--- config.mk ---
export PLATFORM = sky130hd
export DESIGN_NAME = rps_round_referee_flat
export DESIGN_NICKNAME = d
export VERILOG_FILES = /design/src/rtl/rps_pkg.sv /design/src/rtl/rps_round_referee_if.sv /design/src/rtl/key_debouncer.sv /design/src/rtl/rps_round_referee.sv /design/src/flat_wrapper.sv
export SDC_FILE = /design/constraint.sdc
export NUM_CORES = 1
export LEC_CHECK = 0
export BUFFER_PORTS_ARGS = -buffer_cell sky130_fd_sc_hd__buf_2
export CAP_MARGIN = 0
export CELL_PAD_IN_SITES_DETAIL_PLACEMENT = 1
export CELL_PAD_IN_SITES_GLOBAL_PLACEMENT = 2
export CORE_MARGIN = 2
export CORE_UTILIZATION = 38
export CTS_CLUSTER_SIZE = 8
export DETAILED_ROUTE_END_ITERATION = 10
export PLACE_DENSITY_LB_ADDON = 0.1
export SYNTH_ARGS = -nofsm -noshare
export SYNTH_HDL_FRONTEND = slang
export SYNTH_SLANG_ARGS = --single-unit
--- constraint.sdc ---
create_clock -name clock -period 5.8 [get_ports clock]
set_input_delay 1.16 -clock clock [delete_from_list [all_inputs] [get_ports clock]]
set_output_delay 1.16 -clock clock [all_outputs]
set_load 0.02 [all_outputs]
--- src/rtl/rps_pkg.sv ---
// Shared definitions for the rock-paper-scissors round referee: choice codes,
// round results, FSM states and the judging / BCD helpers.
package rps_pkg;

  typedef enum logic [1:0] {
    ROCK    = 2'b00,
    SCISSOR = 2'b01,
    PAPER   = 2'b10,
    ILLEGAL = 2'b11
  } choice_t;

  typedef enum logic [1:0] {
    R_NONE,
    R_USER,
    R_COM,
    R_DRAW
  } result_t;

  typedef enum logic [2:0] {
    S_IDLE,
    S_SAMPLE,
    S_JUDGE,
    S_REPORT,
    S_WAIT_REL
  } state_t;

  function automatic logic beats(input logic [1:0] a, input logic [1:0] b);
    case (a)
      ROCK:    return (b == SCISSOR);
      SCISSOR: return (b == PAPER);
      PAPER:   return (b == ROCK);
      default: return 1'b0;
    endcase
  endfunction

  // R_NONE doubles as "round void" whenever either code is illegal.
  function automatic result_t judge(input logic [1:0] u, input logic [1:0] c);
    if (u == ILLEGAL || c == ILLEGAL) return R_NONE;
    if (u == c) return R_DRAW;
    return beats(u, c) ? R_USER : R_COM;
  endfunction

  function automatic logic [7:0] bcd_inc(input logic [7:0] v);
    if (v == 8'h99) return v;
    if (v[3:0] == 4'd9) return {v[7:4] + 4'd1, 4'd0};
    return {v[7:4], v[3:0] + 4'd1};
  endfunction

  function automatic logic [6:0] bcd_to_bin(input logic [7:0] v);
    return 7'(v[7:4]) * 7'd10 + 7'(v[3:0]);
  endfunction

endpackage

--- src/rtl/rps_round_referee_if.sv ---
// Player-facing signal bundle of the round referee: key, choices, scores,
// result LEDs and the history port towards the markov learner.
interface rps_round_referee_if;

  logic       start_n;
  logic [1:0] user;
  logic [1:0] com;
  logic [1:0] com_loaded;
  logic [7:0] user_score;
  logic [7:0] com_score;
  logic       uwin;
  logic       cwin;
  logic       equ;
  logic       bad_choice;
  logic       hist_valid;
  logic [3:0] hist_comb;
  logic       game_over;

  modport master (
    output start_n, user, com,
    input  com_loaded, user_score, com_score, uwin, cwin, equ,
           bad_choice, hist_valid, hist_comb, game_over
  );

  modport slave (
    input  start_n, user, com,
    output com_loaded, user_score, com_score, uwin, cwin, equ,
           bad_choice, hist_valid, hist_comb, game_over
  );

endinterface

--- src/rtl/key_debouncer.sv ---
// Active-low push-key conditioner: two-flop synchroniser, stable-level counters,
// a one-cycle press pulse and a level that is high once the key is re-armed.
module key_debouncer #(
  parameter int CYCLES = 250000
) (
  input  logic clock,
  input  logic reset,
  input  logic i_key_n,
  output logic o_press,
  output logic o_released
);

  localparam int CW = $clog2(CYCLES + 1);
  localparam logic [CW-1:0] LAST = CW'(CYCLES - 1);
  localparam logic [CW-1:0] FULL = CW'(CYCLES);

  logic [1:0]    r_sync;
  logic [CW-1:0] r_lowCnt;
  logic [CW-1:0] r_highCnt;
  logic          r_armed;
  logic          r_press;
  logic          w_key;

  assign w_key = r_sync[1];

  // Armed starts low so a key held through reset must first be seen released.
  always_ff @(posedge clock) begin
    if (reset) begin
      r_sync    <= 2'b11;
      r_lowCnt  <= '0;
      r_highCnt <= '0;
      r_armed   <= 1'b0;
      r_press   <= 1'b0;
    end else begin
      r_sync  <= {r_sync[0], i_key_n};
      r_press <= 1'b0;
      if (!w_key) begin
        r_highCnt <= '0;
        if (r_lowCnt != FULL) r_lowCnt <= r_lowCnt + CW'(1);
        if (r_armed && r_lowCnt == LAST) begin
          r_press <= 1'b1;
          r_armed <= 1'b0;
        end
      end else begin
        r_lowCnt <= '0;
        if (r_highCnt != FULL) r_highCnt <= r_highCnt + CW'(1);
        if (r_highCnt == LAST) r_armed <= 1'b1;
      end
    end
  end

  assign o_press    = r_press;
  assign o_released = r_armed;

endmodule

--- src/rtl/rps_round_referee.sv ---
// Round referee: debounced play key, choice sampling, judging, BCD scores and
// history output. Define RPS_ROUND_LIMIT_EN to end the match at WIN_TARGET wins.
module rps_round_referee
  import rps_pkg::*;
#(
  parameter int DEBOUNCE_CYCLES = 250000,
  parameter int WIN_TARGET      = 5
) (
  input logic               clock,
  input logic               reset,
  rps_round_referee_if.slave bus
);

  state_t     r_state;
  state_t     w_nextState;
  logic       w_press;
  logic       w_armed;
  logic       w_histValid;
  logic       w_gameOver;
  result_t    w_result;
  logic [1:0] r_user;
  logic [1:0] r_comLoaded;
  logic [7:0] r_userScore;
  logic [7:0] r_comScore;
  logic       r_uwin;
  logic       r_cwin;
  logic       r_equ;
  logic       r_badChoice;

  key_debouncer #(.CYCLES(DEBOUNCE_CYCLES)) u_startKey (
    .clock      (clock),
    .reset      (reset),
    .i_key_n    (bus.start_n),
    .o_press    (w_press),
    .o_released (w_armed)
  );

  assign w_result = judge(r_user, r_comLoaded);

  always_ff @(posedge clock) begin
    if (reset) r_state <= S_IDLE;
    else       r_state <= w_nextState;
  end

  always_comb begin
    w_nextState = r_state;
    w_histValid = 1'b0;
    case (r_state)
      S_IDLE:     if (w_press && !w_gameOver) w_nextState = S_SAMPLE;
      S_SAMPLE:   w_nextState = S_JUDGE;
      S_JUDGE:    w_nextState = S_REPORT;
      S_REPORT: begin
        w_histValid = !r_badChoice;
        w_nextState = S_WAIT_REL;
      end
      S_WAIT_REL: if (w_armed) w_nextState = S_IDLE;
      default:    w_nextState = S_IDLE;
    endcase
  end

  // Flags are cleared at sampling so they always describe the latest judged round.
  always_ff @(posedge clock) begin
    if (reset) begin
      r_user      <= 2'b00;
      r_comLoaded <= 2'b00;
      r_userScore <= 8'h00;
      r_comScore  <= 8'h00;
      r_uwin      <= 1'b0;
      r_cwin      <= 1'b0;
      r_equ       <= 1'b0;
      r_badChoice <= 1'b0;
    end else begin
      case (r_state)
        S_SAMPLE: begin
          r_user      <= bus.user;
          r_comLoaded <= bus.com;
          r_uwin      <= 1'b0;
          r_cwin      <= 1'b0;
          r_equ       <= 1'b0;
          r_badChoice <= 1'b0;
        end
        S_JUDGE: begin
          case (w_result)
            R_USER: begin
              r_uwin      <= 1'b1;
              r_userScore <= bcd_inc(r_userScore);
            end
            R_COM: begin
              r_cwin     <= 1'b1;
              r_comScore <= bcd_inc(r_comScore);
            end
            R_DRAW:  r_equ       <= 1'b1;
            default: r_badChoice <= 1'b1;
          endcase
        end
        default: ;
      endcase
    end
  end

`ifdef RPS_ROUND_LIMIT_EN
  localparam logic [6:0] TARGET = 7'(WIN_TARGET);

  logic       r_gameOver;
  logic [7:0] w_userNext;
  logic [7:0] w_comNext;

  assign w_userNext = (w_result == R_USER) ? bcd_inc(r_userScore) : r_userScore;
  assign w_comNext  = (w_result == R_COM)  ? bcd_inc(r_comScore)  : r_comScore;

  // Looks at the post-judge scores so game_over rises with the deciding score.
  always_ff @(posedge clock) begin
    if (reset) begin
      r_gameOver <= 1'b0;
    end else if (r_state == S_JUDGE &&
                 (bcd_to_bin(w_userNext) >= TARGET || bcd_to_bin(w_comNext) >= TARGET)) begin
      r_gameOver <= 1'b1;
    end
  end

  assign w_gameOver = r_gameOver;
`else
  logic w_unused_target;
  assign w_unused_target = (WIN_TARGET > 0);
  assign w_gameOver      = 1'b0;
`endif

  assign bus.com_loaded = r_comLoaded;
  assign bus.user_score = r_userScore;
  assign bus.com_score  = r_comScore;
  assign bus.uwin       = r_uwin;
  assign bus.cwin       = r_cwin;
  assign bus.equ        = r_equ;
  assign bus.bad_choice = r_badChoice;
  assign bus.hist_valid = w_histValid;
  assign bus.hist_comb  = {r_comLoaded, r_user};
  assign bus.game_over  = w_gameOver;

endmodule

--- src/flat_wrapper.sv ---
// flat-port wrapper written by rule: the top's interface ports become plain ports
module rps_round_referee_flat import rps_pkg::*;
#(
  parameter int DEBOUNCE_CYCLES = 250000,
  parameter int WIN_TARGET      = 5
)
  (clock, reset, bus_start_n, bus_user, bus_com, bus_com_loaded, bus_user_score, bus_com_score, bus_uwin, bus_cwin, bus_equ, bus_bad_choice, bus_hist_valid, bus_hist_comb, bus_game_over);
  rps_round_referee_if bus_i ();
  input logic clock;
  input logic reset;
  input wire logic [$bits(bus_i.start_n)-1:0] bus_start_n;
  input wire logic [$bits(bus_i.user)-1:0] bus_user;
  input wire logic [$bits(bus_i.com)-1:0] bus_com;
  output wire logic [$bits(bus_i.com_loaded)-1:0] bus_com_loaded;
  output wire logic [$bits(bus_i.user_score)-1:0] bus_user_score;
  output wire logic [$bits(bus_i.com_score)-1:0] bus_com_score;
  output wire logic [$bits(bus_i.uwin)-1:0] bus_uwin;
  output wire logic [$bits(bus_i.cwin)-1:0] bus_cwin;
  output wire logic [$bits(bus_i.equ)-1:0] bus_equ;
  output wire logic [$bits(bus_i.bad_choice)-1:0] bus_bad_choice;
  output wire logic [$bits(bus_i.hist_valid)-1:0] bus_hist_valid;
  output wire logic [$bits(bus_i.hist_comb)-1:0] bus_hist_comb;
  output wire logic [$bits(bus_i.game_over)-1:0] bus_game_over;
  assign bus_i.start_n = bus_start_n;
  assign bus_i.user = bus_user;
  assign bus_i.com = bus_com;
  assign bus_com_loaded = bus_i.com_loaded;
  assign bus_user_score = bus_i.user_score;
  assign bus_com_score = bus_i.com_score;
  assign bus_uwin = bus_i.uwin;
  assign bus_cwin = bus_i.cwin;
  assign bus_equ = bus_i.equ;
  assign bus_bad_choice = bus_i.bad_choice;
  assign bus_hist_valid = bus_i.hist_valid;
  assign bus_hist_comb = bus_i.hist_comb;
  assign bus_game_over = bus_i.game_over;
  rps_round_referee #(.DEBOUNCE_CYCLES(DEBOUNCE_CYCLES), .WIN_TARGET(WIN_TARGET)) u_core (.clock(clock), .reset(reset), .bus(bus_i));
endmodule
# After elaboration in Yosys (flattened, before gate mapping)
# Cells that the tools add are included.
# W data, S select, Z words.
# classes
bitwise,1
n_reduce_logical,23
addsub,6
n_mux,53
n_eq_ne,29
# ops
operator,count
$mux W8,8
$add A18 B1 Y18 const B,2
$eq A18 B18 Y1 const B,2
$ne A18 B18 Y1 const B,2
$mux W1,32
$add A4 B1 Y4 const B,4
$eq A8 B8 Y1 const B,2
$reduce_and A2 Y1,8
$pmux W3 S5,1
$eq A2 B2 Y1 const B,6
$mux W2,5
$ne A2 B2 Y1 const B,5
$eq A4 B4 Y1 const B,2
$pmux W1 S2,4
$reduce_bool A2 Y1,4
$eq A2 B1 Y1 const B,3
$eq A3 B2 Y1 const B,2
$mux W3,2
$reduce_and A3 Y1,2
$logic_not A2 Y1,2
$ne A2 B1 Y1 const B,2
$reduce_or A2 Y1,2
$eq A3 B1 Y1 const B,1
$eq A3 B3 Y1 const B,1
other kinds (8),8
# totals
ff_bits,67

# Logic depth before layout (Yosys ltp)
# Gate-level depths: netlist of run 1.
# logic_depth
depth_word,19
ltp_mapped,6
ltp_nobuf,6

# Modules after synthesis
# A second synthesis of run 1 with hierarchy kept.
# unflattened
cells_unflattened,390
area_unflattened_um2,3320.7
# modules_own_cells
module,instances,seq_area_each_um2,area_per_inst_um2,cells_each
key_debouncer,1,800.8,1879.3,220
rps_round_referee,1,540.5,1441.4,170

# Worst setup path after synthesis of run 1
# Ideal clock, no wire load.
# synth_timing
path_kind,register -> output
startpoint,reg u_core.r_state[0]
endpoint,out bus_hist_valid
setup_slack_ns,3.707
t_arrival_ns,0.933
n_path_buf,1
path_stages_with_launch,4
path_cell_list,dfxtp_1 > clkbuf_1 > nand3b_1 > nor2_1
# synth_between
elab_chain_len,2
# synth_rtl
element,line,source
start: declaration,rps_round_referee.sv:14,state_t r_state;
start signal: assignment,rps_round_referee.sv:42,else r_state <= w_nextState;
$eq A3 B2 Y1,rps_round_referee.sv:48,case (r_state)
$mux W1,rps_round_referee.sv:48,
end: declaration,flat_wrapper.sv:21,output wire logic [$bits(bus_i.hist_valid)-1:0] bus_hist_valid;
# Every way passes these cells.

# Worst setup path after layout of run 1
# Ends and elaborated chain as after synthesis.

==> results of run 1 <==
-- power by group --
group | switching [mW] | internal (mW) | total (mW)
Sequential | 0.00313 | 0.462 | 0.465
Combinational | 0.0116 | 0.00501 | 0.0167
Clock | 0.169 | 0.220 | 0.388
Total | 0.184 | 0.687 | 0.870
-- kinds of logic after synthesis --
family | Yosys count | share of synthesized area (%)
other cells | 1 | 0.1148
flops | 67 | 41.07
compound gates | 73 | 13.72
mux | 1 | 0.3065
buf+inv | 38 | 4.904
simple gates | 174 | 30.38
fa+ha+maj | 8 | 3.065
xor+xnor | 24 | 6.437
-- Yosys cell counts, drive strengths merged, types with 2 or more instances --
cell	count
o21ai	15
nor3	16
a211oi	3
nor4	5
xor2	13
xnor2	11
nand2b	5
nor4b	3
nand4	12
a21oi	33
or2	3
nand3	20
nor2	32
nor2b	2
nand2	27
ha	8
or4	14
buf	10
clkbuf	13
and4b	2
or3	9
o31ai	12
and4	4
nor3b	2
nor4bb	4
inv	15
or3b	2
dfxtp	67
nand3b	3
and3	5
-- through the flow --
stage          std cells  worst slack [ns]  cell area, µm²
2_1_floorplan        386             3.707            3266
3_3_place_gp         502             3.178            3466
3_5_place_dp         502             3.099            3466
4_1_cts              517             3.362            3660
5_1_grt              517             3.294            3660
6_report             517             3.395            3660
-- flip-flops by register name, indices dropped and copies added, names as in the netlist --
name / flops
u_core.bus.user_score: 8
u_core.r_state: 3
u_core.bus.equ: 1
u_core.u_startKey.o_press: 1
u_core.u_startKey.r_lowCnt: 18
u_core.bus.bad_choice: 1
u_core.bus.com_loaded: 2
u_core.u_startKey.r_sync: 2
u_core.u_startKey.o_released: 1
u_core.r_user: 2
u_core.bus.cwin: 1
u_core.bus.com_score: 8
u_core.bus.uwin: 1
u_core.u_startKey.r_highCnt: 18
-- cell type report --
class / count / share of cell area [%]
Sequential cell: 67 / 36.65
Timing Repair Buffer: 34 / 4.718
Tap cell: 105 / 3.590
Multi-Input combinational cell: 281 / 48.21
Clock inverter: 2 / 0.9573
Clock buffer: 13 / 4.342
Inverter: 15 / 1.538
-- critical path, cell delays in order, from the launching register on --
cell and delay (ns):
dfxtp_1 0.48, nand3b_1 0.16, nor2_1 0.11, buf_2 0.17
-- final timing paths --
path / startpoint / to / slack (ns) / cells after the start
max: u_core.r_state[0] / bus_hist_valid / 3.39 / 3
min: u_core.u_startKey.r_sync[0] / u_core.u_startKey.r_sync[1] / 0.42 / 1
max reg2reg: u_core.u_startKey.r_lowCnt[5] / u_core.u_startKey.r_lowCnt[1] / 3.72 / 4
min reg2reg: u_core.u_startKey.r_sync[0] / u_core.u_startKey.r_sync[1] / 0.42 / 1
-- per-layer routing --
layer  routed length (µm)  part of all wire (%)  GRT usage, %
met1                 3640                    47         22.06
met5                    0                     0             0
met3                  250                   3.3         4.986
met2                 3730                    49         27.72
met4                   63                  0.82         3.900
==> flow_summary_export.csv, run 1 <==
group,metric,value,unit
run_status,status,"complete, no violations",
floorplanning,die_h,96.70,µm
job,drv_cap,0,
placed_design,place_congestion,0.7326,
cells_and_area,fin_util,44.32,%
synthesis,synth_top_area_share,41.07,%
worst_setup_path,arrival,1.25,ns
timing,rsz0062_at_grt,"false",
power,power_density,237.9,nW/µm²
synthesis,syn_avg_cell_area,8.460,µm²
synthesis,syn_area,3266,µm²
placed_design,io_buffers,33,
synthesis,synth_area_leader_cell,"dfxtp_1",
worst_setup_path,worst_setup_path_end_kind,"output pin",
floorplanning,io_pins,35,
cells_and_area,syn_to_final_growth,12.07,%
detailed_routing,drc,0,
placed_design,dp_hpwl,5373,µm
clock_tree,cts_resized,0,
clock_tree,cts_tree,"yes",
detailed_routing,firstDrtPassIters,5,
synthesis,synth_top_flop_cell,"dfxtp_1",
detailed_routing,wl_per_cell,14.86,µm
cells_and_area,layout_commonest_cell,"dfxtp_1",
timing,setup_viol,0,
global_routing,antenna_found_initial,0,
synthesis,seq_area_frac_synth,41.07,%
floorplanning,num_rows,33,
clock_tree,clk_pin_slew,0.07,ns
detailed_routing,vias_per_cell,5.636,
timing,worst_pin_slew,0.8828,ns
cells_and_area,diodes,0,
clock_tree,clock_latency,0.34,ns
clock_tree,hold_buffers,0,
synthesis,synth_nets,401,
timing,fmax,415.8,MHz
clock_tree,cts_buffers,9,
power,vdd_drop_max,0.1195,mV
detailed_routing,drt.antenna.violating_nets,0,
timing,slew_viol_final,0,
hold_path,min_path_type,"flip-flop to flip-flop",
synthesis,ys_warn_count,0,
worst_setup_path,startpoint_type,"flip-flop",
cells_and_area,multiInputGateArea,1764,µm²
synthesis,async_flop_share,0,%
cells_and_area,layout_common_cells,"dfxtp_1, a21oi_1, buf_2, nor2_1, nand2_1",
clock_tree,cts_sinks,67,
worst_setup_path,cp.required,4.64,ns
cells_and_area,fillCellCount,1014,
timing,whs,0.4207,ns
floorplanning,dieArea,9351,µm²
synthesis,ys_ff_latch,67,
clock_tree,root_buffer,"clkbuf_8",
global_routing,grt_usage,16.93,%
cells_and_area,nNetsFinal,423,
detailed_routing,dr_total_vias,2914,
synthesis,synth_edf_count,0,
cells_and_area,seqCellArea,1341,µm²
floorplanning,core,8258,µm²
floorplanning,start_util,39.55,%
timing,period_minus_slack,2.405,ns
power,power,0.8705,mW
global_routing,grt_pass1_vias,2720,
clock_tree,post_cts_buffers,0,
timing,layout_worst_path_cycle_share,41.47,%
detailed_routing,wirelength,7685,µm
worst_setup_path,worstSetupPathType,"flip-flop to output pin",
synthesis,ys_top_cells_by_area,"dfxtp_1, a21oi_1, nor2_1",
timing,hold_viol_final,0,
synthesis,yosysUniqueCellTypes,53,
global_routing,grt_pass1_wl,13270,µm
global_routing,grt_overflow,0,
timing,tns,0,ns
clock_tree,cts-htree-levels,3,
global_routing,grt_start_max_net_pins,32,
timing,skew,0.008812,ns
worst_setup_path,crit_path_max_fanout,8,
power,p_leak,1.258,nW
floorplanning,die_w,96.70,µm
clock_tree,clock_path_buffers,2,
synthesis,syn_inst,386,
timing,relSlewSlack,41.15,%
detailed_routing,drt_iter0_markers,60,
cells_and_area,drive_gt1_share,14.08,%
Note: power is estimated with default switching activity, not from simulation.
==> run 2: changes to the inputs <==
--- a/config.mk
+++ b/config.mk
@@ -10,7 +10,7 @@
 export CELL_PAD_IN_SITES_DETAIL_PLACEMENT = 1
 export CELL_PAD_IN_SITES_GLOBAL_PLACEMENT = 2
 export CORE_MARGIN = 2
-export CORE_UTILIZATION = 38
+export CORE_UTILIZATION = 32
 export CTS_CLUSTER_SIZE = 8
 export DETAILED_ROUTE_END_ITERATION = 10
 export PLACE_DENSITY_LB_ADDON = 0.1
==> constraint.sdc (replaced) <==
create_clock -name clock -period 2.2 [get_ports clock]
set_input_delay 0.44 -clock clock [delete_from_list [all_inputs] [get_ports clock]]
set_output_delay 0.44 -clock clock [all_outputs]
set_load 0.02 [all_outputs]
==> flow_summary_export.csv, run 2 (synthesis gave the netlist of run 1 again) <==
group,metric,value,unit
clock_tree,root_buffer,"clkbuf_8",
worst_setup_path,critPathTopFamily,"compound AO/OA/AOI/OAI gates",
placed_design,dp_cells,539,
worst_setup_path,reg2reg_slack,0.17,ns
power,switchingPower,0.5281,mW
worst_setup_path,timing.rr.end,"u_core.bus.user_score[5]",
detailed_routing,drc,0,
job,drv_cap,0,
cells_and_area,nNetsFinal,432,
timing,layout_worst_path_cycle_share,92.19,%
cells_and_area,fin_util,38.52,%
timing,period_minus_slack,2.028,ns
power,p_leak,1.301,nW
cells_and_area,diodes,0,
hold_path,min-delay-start,"bus_start_n",
worst_setup_path,max_stage_delay,0.76,ns
clock_tree,hold_buffers,0,
power,pwr-share-comb,2.0,%
worst_setup_path,cp.required,2.44,ns
power,seq_power_share,51.2,%
detailed_routing,wl_per_cell,14.38,µm
cells_and_area,layout_commonest_cell,"dfxtp_1",
timing,hold_viol_final,0,
global_routing,antenna_found_initial,0,
timing,slew_viol_final,0,
global_routing,grt_pass1_wl,13860,µm
floorplanning,io_pins,35,
hold_path,min_path_type,"primary input to flip-flop",
cells_and_area,top_regs,"u_core.u_startKey.r_highCnt: 18 flops, u_core.u_startKey.r_lowCnt: 18 flops",
timing,rsz0062_at_grt,"false",
worst_setup_path,cp_slowest_cell,"a21oi_1",
power,power,2.398,mW
detailed_routing,dr_total_vias,2904,
power,vdd_drop_max,0.3893,mV
floorplanning,die_h,105.0,µm
worst_setup_path,worst_setup_path_end_kind,"flip-flop",
worst_setup_path,reg2reg_depth,5,
timing,tns,0,ns
clock_tree,clk_pin_slew,0.08,ns
timing,relSlewSlack,35.15,%
floorplanning,num_rows,36,
worst_setup_path,arrival,2.27,ns
worst_setup_path,startpoint_type,"flip-flop",
clock_tree,cts_tree,"yes",
global_routing,grt_start_max_net_pins,19,
cells_and_area,fin_cells,555,
hold_path,whs_endpoint,"u_core.u_startKey.r_sync[0]",
placed_design,dp_hpwl,5632,µm
power,clkPwrFrac,46.8,%
detailed_routing,drt_iter0_markers,99,
detailed_routing,wirelength,7979,µm
run_status,status,"complete, no violations",
worst_setup_path,path_buf_inv,1,
cells_and_area,drive_gt1_share,16.35,%
floorplanning,dieArea,11030,µm²
cells_and_area,layout_common_cells,"dfxtp_1, a21oi_1, buf_2, nor2_1, nand2_1",
timing,fmax,493.1,MHz
placed_design,pre_cts_ws,0.1611,ns
floorplanning,core,9819,µm²
placed_design,place_area,3568,µm²
power,p_int,1.870,mW
clock_tree,cts_buffers,9,
detailed_routing,firstDrtPassIters,4,
timing,skew,0.009192,ns
placed_design,io_buffers,33,
global_routing,grt_overflow,0,
timing,worst_pin_slew,0.9728,ns
power,power_density,633.9,nW/µm²
clock_tree,clock_latency,0.34,ns
floorplanning,start_util,33.26,%
global_routing,grt_pass1_vias,2890,
worst_setup_path,crit_path_max_fanout,14,
worst_setup_path,r2r_start,"u_core.bus.com_loaded[0]",
timing,whs,0.3080,ns
worst_setup_path,worstSetupPathType,"flip-flop to flip-flop",
clock_tree,cts_sinks,67,
detailed_routing,vias_per_cell,5.232,
clock_tree,clock_path_buffers,2,
timing,setup_viol,0,
global_routing,grt_usage,15.35,%
cells_and_area,syn_to_final_growth,15.82,%
clock_tree,cts-htree-levels,3,
worst_setup_path,cp_cell_sequence,"buf_4 -> xor2_1 -> a21oi_1 -> nor3_1 -> o221a_2",
hold_path,min_path_cells,2,
timing,finalWorstSetupSlack,0.1719,ns
floorplanning,die_w,105.0,µm
detailed_routing,drt.antenna.violating_nets,0,
power,switching_share,22.02,%
placed_design,place_congestion,0.7158,
cells_and_area,fin_area,3782,µm²
==> run 2: cell count changes in the layout (fill, tap and decap cells not counted) <==
| cell | previous run | this run |
|---|---|---|
| buf_4 | 1 | 10 |
| clkbuf_8 | 11 | 9 |
| bufinv_16 | 1 | 2 |
| clkinv_2 | 1 | 2 |
| clkinvlp_4 | 0 | 1 |
| o31ai_1 | 12 | 11 |
| o31ai_2 | 0 | 1 |
==> run 2: worst max-delay path by stage <==
stage / from / to / cells after the start / slack [ns]
global route: u_core.bus.com_loaded[0] / u_core.bus.user_score[5] / 5 / 0.009
CTS: u_core.bus.com_loaded[0] / u_core.bus.user_score[5] / 5 / 0.16
detailed placement: u_core.bus.com_loaded[0] / u_core.bus.user_score[5] / 5 / 0.16
finish: u_core.bus.com_loaded[0] / u_core.bus.user_score[5] / 5 / 0.17
floorplan: u_core.bus.com_loaded[1] / u_core.bus.user_score[7] / 6 / 0.30
global placement: u_core.u_startKey.r_lowCnt[5] / u_core.u_startKey.r_lowCnt[1] / 4 / 0.21
==> run 2: routing by layer <==
layer  wire [µm]  global-route usage, %  share of wire (%)  vias to the layer above
li1            -                      -                  -                     1460
met1        3936                  19.84                 49                     1411
met2        3775                  25.28                 47                       26
met3         197                  4.117                2.5                        7
met4          68                  4.000               0.85                        0
met5           0                      0                  0                        -
==> run 2: power groups by stage <==
stage               clock network [mW]  logic, mW  registers (mW)
finish                            1.12     0.0481            1.23
detailed placement                   0     0.0489            1.25
global route                      1.21     0.0552            1.23
CTS                               1.17     0.0493            1.23
global placement                     0     0.0486            1.25
floorplan                            0     0.0318            1.25
==> run 2: final cells by class <==
| class | instances | area [µm²] |
|---|---|---|
| clock buffers | 11 | 131.4 |
| clock inverters | 5 | 77.57 |
| multi-input cells | 281 | 1769 |
| inverters | 15 | 56.30 |
| fillers | 1191 | 6037 |
| flip-flops and latches | 67 | 1341 |
| well taps | 133 | 166.4 |
| repair buffers | 43 | 240.2 |
==> run 2: what timing repair did <==
item / CTS / global route
setup endpoints to repair: 0 / 1
resized for setup: 0 / 1
setup buffers: 0 / 0
==> run 3: changes to the inputs <==
--- a/config.mk
+++ b/config.mk
@@ -14,6 +14,7 @@
 export CTS_CLUSTER_SIZE = 8
 export DETAILED_ROUTE_END_ITERATION = 10
 export PLACE_DENSITY_LB_ADDON = 0.1
+export SETUP_SLACK_MARGIN = 0.2
 export SYNTH_ARGS = -nofsm -noshare
 export SYNTH_HDL_FRONTEND = slang
 export SYNTH_SLANG_ARGS = --single-unit
==> flow_summary_export.csv, run 3 (synthesis gave the netlist of run 1 again) <==
group,metric,value,unit
run_status,status,"complete, no violations",
worst_setup_path,arrival,2.14,ns
placed_design,dp_hpwl,5632,µm
clock_tree,cts-htree-levels,3,
clock_tree,clock_latency,0.34,ns
clock_tree,root_buffer,"clkbuf_8",
placed_design,place_congestion,0.7158,
global_routing,grt_start_max_net_pins,19,
detailed_routing,drt_iter0_markers,108,
worst_setup_path,worst_setup_path_end_kind,"flip-flop",
floorplanning,start_util,33.26,%
timing,tns,0,ns
clock_tree,clk_pin_slew,0.08,ns
timing,setup_viol,0,
worst_setup_path,cp.required,2.43,ns
worst_setup_path,worstSetupPathType,"flip-flop to flip-flop",
floorplanning,dieArea,11030,µm²
hold_path,min_path_type,"primary input to flip-flop",
clock_tree,cts_tree,"yes",
cells_and_area,nNetsFinal,432,
detailed_routing,wirelength,8020,µm
floorplanning,io_pins,35,
power,power,2.397,mW
clock_tree,clock_path_buffers,2,
worst_setup_path,crit_path_max_fanout,7,
timing,fmax,522.3,MHz
cells_and_area,diodes,0,
detailed_routing,drc,0,
floorplanning,num_rows,36,
power,power_density,628.5,nW/µm²
hold_path,min-delay-start,"bus_start_n",
cells_and_area,layout_commonest_cell,"dfxtp_1",
global_routing,grt_overflow,0,
timing,rsz0062_at_grt,"true",
cells_and_area,drive_gt1_share,17.77,%
timing,worst_pin_slew,0.6612,ns
job,drv_cap,0,
detailed_routing,firstDrtPassIters,4,
timing,relSlewSlack,55.66,%
global_routing,grt_usage,15.35,%
global_routing,antenna_found_initial,0,
floorplanning,core,9819,µm²
timing,slew_viol_final,0,
clock_tree,cts_sinks,67,
floorplanning,die_w,105.0,µm
detailed_routing,dr_total_vias,2904,
cells_and_area,layout_common_cells,"dfxtp_1, buf_2, nor2_1, a21oi_1, nand2_1",
worst_setup_path,startpoint_type,"flip-flop",
detailed_routing,drt.antenna.violating_nets,0,
cells_and_area,top_regs,"u_core.u_startKey.r_highCnt: 18 flops, u_core.u_startKey.r_lowCnt: 18 flops",
cells_and_area,syn_to_final_growth,16.78,%
worst_setup_path,r2r_start,"u_core.u_startKey.r_lowCnt[5]",
global_routing,grt_pass1_vias,2901,
hold_path,whs_endpoint,"u_core.u_startKey.r_sync[0]",
worst_setup_path,timing.rr.end,"u_core.u_startKey.r_lowCnt[1]",
detailed_routing,wl_per_cell,14.45,µm
timing,layout_worst_path_cycle_share,87.03,%
clock_tree,cts_buffers,9,
placed_design,io_buffers,33,
timing,hold_viol_final,0,
worst_setup_path,reg2reg_slack,0.29,ns
power,p_leak,1.306,nW
timing,skew,0.008178,ns
timing,period_minus_slack,1.915,ns
hold_path,min_path_cells,2,
detailed_routing,vias_per_cell,5.232,
power,vdd_drop_max,0.3894,mV
worst_setup_path,reg2reg_depth,4,
global_routing,grt_pass1_wl,13860,µm
floorplanning,die_h,105.0,µm
[run 3: cell counts in the layout (fill, tap and decap cells not counted)]
Identical to the previous run, type by type.
[run 3: power by group]
| part | switching [mW] | total [mW] | internal (mW) |
|---|---|---|---|
| combinational | 0.0326 | 0.0482 | 0.0156 |
| sequential | 0.00846 | 1.23 | 1.22 |
| clock | 0.486 | 1.12 | 0.636 |
[run 3: worst max-delay path, stage by stage (launching register included)]
cell,delay (ns)
dfxtp_1,0.36
or4_1,0.53
or4_4,0.59
o211ai_1,0.23
o41ai_2,0.10
[run 3: metal layers]
metal / share of wire (%) / vias up / routed length (µm) / track usage [%]
met2: 48 / 24 / 3819 / 25.28
met3: 2.4 / 7 / 196 / 4.117
met4: 0.85 / 0 / 68 / 4.000
met1: 49 / 1413 / 3935 / 19.84
li1: - / 1460 / - / -
met5: 0 / - / 0 / 0
[run 3: worst max-delay path by stage]
stage | startpoint | end | cells past startpoint
detailed placement | u_core.bus.com_loaded[0] | u_core.bus.user_score[5] | 5
global route | u_core.r_user[0] | u_core.bus.com_score[6] | 4
floorplan | u_core.bus.com_loaded[1] | u_core.bus.user_score[7] | 6
finish | u_core.u_startKey.r_lowCnt[5] | u_core.u_startKey.r_lowCnt[1] | 4
global placement | u_core.u_startKey.r_lowCnt[5] | u_core.u_startKey.r_lowCnt[1] | 4
CTS | u_core.u_startKey.r_lowCnt[5] | u_core.u_startKey.r_lowCnt[0] | 4
[run 3: timing repair]
action,CTS,global route
setup endpoints to repair,6,5
gates cloned,0,0
pin swaps,0,0
hold buffers,0,0
buffers inserted,0,0
resized for setup,3,4
[run 3: stage by stage]
step           std cells  hold WS (ns)  setup WS (ns)  utilization, %  area [µm²]
5_1_grt              555        0.2930         0.1746           38.84        3814
2_1_floorplan        386        0.3895         0.3001               -        3266
4_1_cts              555        0.2946         0.2801           38.60        3790
3_5_place_dp         539        0.4032         0.1611           36.34        3568
3_3_place_gp         539        0.3976         0.2058           36.34        3568
6_report             555        0.3057         0.2853           38.84        3814
[run 3: cell type report]
class | instances | area, µm²
fillers | 1188 | 6006
clock inverters | 5 | 77.57
flip-flops and latches | 67 | 1341
well taps | 133 | 166.4
clock buffers | 11 | 131.4
inverters | 15 | 56.30
repair buffers | 43 | 240.2
multi-input cells | 281 | 1800
